$ cat src/rtl/fetch_queue.sv
// Instruction-fetch front end: one outstanding memory request,
// DEPTH-entry queue toward decode, static not-taken prediction.
module fetch_queue #(
   parameter int XLEN = 64,
   parameter int ILEN = 32,
   parameter int DEPTH = 4,
   parameter logic [XLEN-1:0] RESET_PC = XLEN'(64'h8000_0000)
) (
   input  logic                       clk,
   input  logic                       rst_n,
   output logic                       imem_req_valid,
   input  logic                       imem_req_ready,
   output logic [XLEN-1:0]            imem_req_addr,
   input  logic                       imem_resp_valid,
   input  logic [ILEN-1:0]            imem_resp_instr,
   input  logic                       redirect_valid,
   input  logic [XLEN-1:0]            redirect_pc,
   output logic                       fetch_o_valid,
   input  logic                       fetch_i_ready,
   output logic [XLEN-1:0]            fetch_o_pc,
   output logic [ILEN-1:0]            fetch_o_instr,
   output logic [XLEN-1:0]            fetch_o_pre_pc,
   output logic [$clog2(DEPTH):0]     fetch_o_count
);

   localparam int AW = $clog2(DEPTH);
   localparam int CW = AW + 1;

   logic [XLEN-1:0] pc;
   logic [XLEN-1:0] fly_pc;
   logic            busy;
   logic            drop;
   logic [AW-1:0]   head;
   logic [AW-1:0]   tail;
   logic [CW-1:0]   count;
   logic [XLEN-1:0] q_pc    [DEPTH];
   logic [ILEN-1:0] q_instr [DEPTH];

   logic [CW:0] occ;
   logic        accept;
   logic        resp;
   logic        enq;
   logic        deq;

   // Credit check counts the in-flight request so the queue cannot overflow.
   assign occ = {1'b0, count} + (CW+1)'(busy);
   assign imem_req_valid = rst_n && !busy && !redirect_valid
                           && (occ < (CW+1)'(DEPTH));
   assign imem_req_addr = pc;

   assign accept = imem_req_valid && imem_req_ready;
   assign resp   = imem_resp_valid && busy;
   assign enq    = resp && !drop && !redirect_valid;
   assign deq    = fetch_o_valid && fetch_i_ready && !redirect_valid;

   assign fetch_o_valid  = (count != '0);
   assign fetch_o_pc     = q_pc[head];
   assign fetch_o_instr  = q_instr[head];
   assign fetch_o_pre_pc = q_pc[head] + XLEN'(4);
   assign fetch_o_count  = count;

   always_ff @(posedge clk or negedge rst_n) begin
      if (!rst_n) begin
         pc     <= RESET_PC;
         fly_pc <= '0;
         busy   <= 1'b0;
         drop   <= 1'b0;
         head   <= '0;
         tail   <= '0;
         count  <= '0;
      end else if (redirect_valid) begin
         pc    <= redirect_pc;
         count <= '0;
         head  <= tail;
         if (resp) begin
            busy <= 1'b0;
            drop <= 1'b0;
         end else if (busy) begin
            drop <= 1'b1;
         end
      end else begin
         if (accept) begin
            fly_pc <= pc;
            pc     <= pc + XLEN'(4);
            busy   <= 1'b1;
         end
         if (resp) begin
            busy <= 1'b0;
            drop <= 1'b0;
         end
         if (enq) tail <= tail + AW'(1);
         if (deq) head <= head + AW'(1);
         if (enq && !deq) count <= count + CW'(1);
         else if (deq && !enq) count <= count - CW'(1);
      end
   end

   always_ff @(posedge clk) begin
      if (enq) begin
         q_pc[tail]    <= fly_pc;
         q_instr[tail] <= imem_resp_instr;
      end
   end

   a_resp_when_busy: assert property (
      @(posedge clk) disable iff (!rst_n) imem_resp_valid |-> busy
   );

endmodule

$ cat config.mk
export PLATFORM = sky130hd
export DESIGN_NAME = fetch_queue
export DESIGN_NICKNAME = d
export VERILOG_FILES = /design/src/rtl/fetch_queue.sv
export SDC_FILE = /design/constraint.sdc
export NUM_CORES = 1
export LEC_CHECK = 0
export ABC_AREA = 1
export BUFFER_PORTS_ARGS = -buffer_cell sky130_fd_sc_hd__buf_2
export CAP_MARGIN = 20
export CORE_MARGIN = 2
export CORE_UTILIZATION = 34
export DETAILED_ROUTE_END_ITERATION = 16
export GPL_TIMING_DRIVEN = 0
export SLEW_MARGIN = 5
export SYNTH_ARGS = -nofsm -noshare
export SYNTH_HDL_FRONTEND = slang
export SYNTH_SLANG_ARGS = --single-unit
$ cat constraint.sdc
create_clock -name clk -period 5.85 [get_ports clk]
set_input_delay 0.8775 -clock clk [delete_from_list [all_inputs] [get_ports clk]]
set_output_delay 0.8775 -clock clk [all_outputs]
set_load 0.005 [all_outputs]
==> metrics.txt <==
outcome complete, no violations; maximum vdd drop about 0.25 mV; Worst setup SP type register; worst slew pin tran 0.962 ns; Post-synth EDFFs 384; antenna violations before repair 3; 1st-pass router iterations 6; #FFs+latches synth 521; Via density 5.02; Starting Density 0.344; Mean Syn Cell Area 9.26 um^2; vias post-DR 20300; worst hold slack 0.288 ns; final wirelength between 80000 and 90000 um; number of distinct library cells after synthesis 42; Yosys top cell by area edfxtp_1; Final setup viols 0; met3 routed WL between 6000 and 7000 um; unrepaired setup endpoints after global routing no; synthesis warning total 0; share of layout cells above drive strength 1 0.165; Nets 3161; relative slew slack 0.359; Die Y about 270 um; root buffer cell clkbuf_16; Highest Signal Layer met4; pwr dens 469 mW/mm^2; Crit Path Category register to primary output; ys async rst share 0.263; Highest Clock Rate 225 MHz; number of global-route vias before repair about 19000; first-pass GRT wire length roughly 120000 um; htree depth 2; DRC 0; MaxCap Viol Count 0; CTS tree yes; clock buffer depth 3; io pins 331; min Tclk post-route 4.43 ns; Final Hold Fails 0; CP arrival ~3.6 ns; wl on met1 35800 um; Die W 273 um; post-route total power 13.8 mW; Die ar. 0.0744 mm^2; Leak 12.2 nW; Final Max Slew Viols 0; Site Rows just under 100; worst skew pair latency 0.61 ns; remaining antenna violation count after routing 0; Yosys top cell area share 0.470; DRT iter0 DRCs approximately 1900; Final Cycle Share 0.758; total track usage 0.221; hpwl dp between 60000 and 70000 um; largest net degree at the start of global routing 73; clock-pin slew on the worst setup and hold paths 0.06 ns; hold_buf cts 0; most common cell in the synthesized netlist nand2_1; total CTS buffers 51; post-CTS resize count 0; area grow syn2layout 20.0%; CTS Sinks approximately 520; ranking of synthesized cells by area edfxtp_1 (47%), dfrtp_1 (14%), nand2_1 (14%), nor2_1 (4.5%), nand3_1 (4.5%); Worst Skew roughly 0.030 ns; Data required, critical path 4.97 ns; Seq/Total Area, Yosys 0.609; Post-CTS Setup Repair Bufs 0; routability cong. 0.997; total gr overflow 0; syn nets 2761; DR WL met2 39000 um; Post-Syn Area 0.0246 mm^2; Port Buf Inserts 329; Core Box Area roughly 0.071 mm^2; crit-path max FO 10; Top FF cell, synth edfxtp_1; Avg WL per Cell 20.7 um; setup_tns 0 ns; Post-synth top cells nand2_1 (894), edfxtp_1 (384), nor2_1 (296); Hold Path Class input port to asynchronous set/reset pin; Worst Setup End Kind primary output; utilization after layout 0.412; cell count after synthesis 2652
[flip-flops by register name (all words and copies together) (netlist names)]
name,flops
busy,1
drop,1
fetch_o_count,3
fly_pc,64
head,2
imem_req_addr,64
q_instr,128
q_pc,256
tail,2
[cells by family (layout without fill, tap and decap cells)]
logic type,after synthesis,count (layout),synth area share
AO/OA/AOI/OAI,253,253,0.0595
other,0,2,0
XOR/XNOR,67,67,0.0239
buffers and inverters,295,736,0.0520
adder cells (fa/ha/maj),7,7,0.00387
flip-flops,521,521,0.609
AND/OR/NAND/NOR,1509,1509,0.251
[worst max-delay path: stages, from the launching register on]
cell	delay [ns]
dfrtp_1	0.45
inv_2	0.12
buf_2	0.25
buf_2	0.30
clkbuf_1	0.51
a21oi_1	0.10
a32oi_1	0.76
inv_1	0.09
nand3_1	0.12
nand2_1	0.11
buf_2	0.15
[placed cells by master, fill, tap and decap left out, types with 51 or more instances in the layout]
cell       Yosys  final
clkbuf_1      52     64
nand3_1      219    219
dfrtp_1      136    136
xor2_1        63     63
o21ai_0      162    162
buf_2         21    349
clkbuf_16      0     51
nor2_1       296    292
nand2_1      894    894
edfxtp_1     384    384
inv_1        187    187
[cell type report]
type                       count  area (um^2)
antenna                        2         5.00
clock inverter                28          239
buffer                       103          552
clock buffer                  66         1360
fill                        7123        42000
multi-input combinational   1836         8350
timing repair buffer         347         2080
inverter                     192          726
tap                          950         1190
sequential                   521        15000
[path summary, 6_finish.rpt]
check / start / to / slack (ns) / cells after the start
max: head[1]$_DFFE_PN0P_ / fetch_o_pre_pc[63] / 1.42 / 10
min: rst_n / imem_req_addr[44]$_DFFE_PN0P_ / 0.29 / 1
min in group clk: imem_resp_instr[4] / q_instr[3][4]$_DFFE_PP_ / 0.49 / 1
max reg2reg: busy$_DFFE_PN0P_ / q_pc[1][38]$_DFFE_PP_ / 2.73 / 8
min reg2reg: drop$_DFFE_PN0P_ / drop$_DFFE_PN0P_ / 0.50 / 2
max in group asynchronous: rst_n / imem_req_addr[0]$_DFFE_PN0P_ / 4.73 / 2
[where the power goes]
part	internal, mW	switching, mW
clock network	1.74	1.42
logic	1.73	3.78
registers	4.60	0.556
[per-stage QoR]
step                      instances  instance area (um^2)  setup slack, ns
after global placement         3931                 27400            -4.07
after CTS                      4043                 29500             1.24
after floorplan                2652                 24600           -0.332
final                          4045                 29500             1.42
after detailed placement       3949                 27900             1.89
after global routing           4044                 29500             1.06
[layer usage]
layer,GRT usage,vias up
li1,-,9644
met1,0.305,9696
met2,0.360,864
met3,0.0323,122
met4,0.0714,0
met5,0,-
No activity file was read; power rests on OpenSTA's default activity.
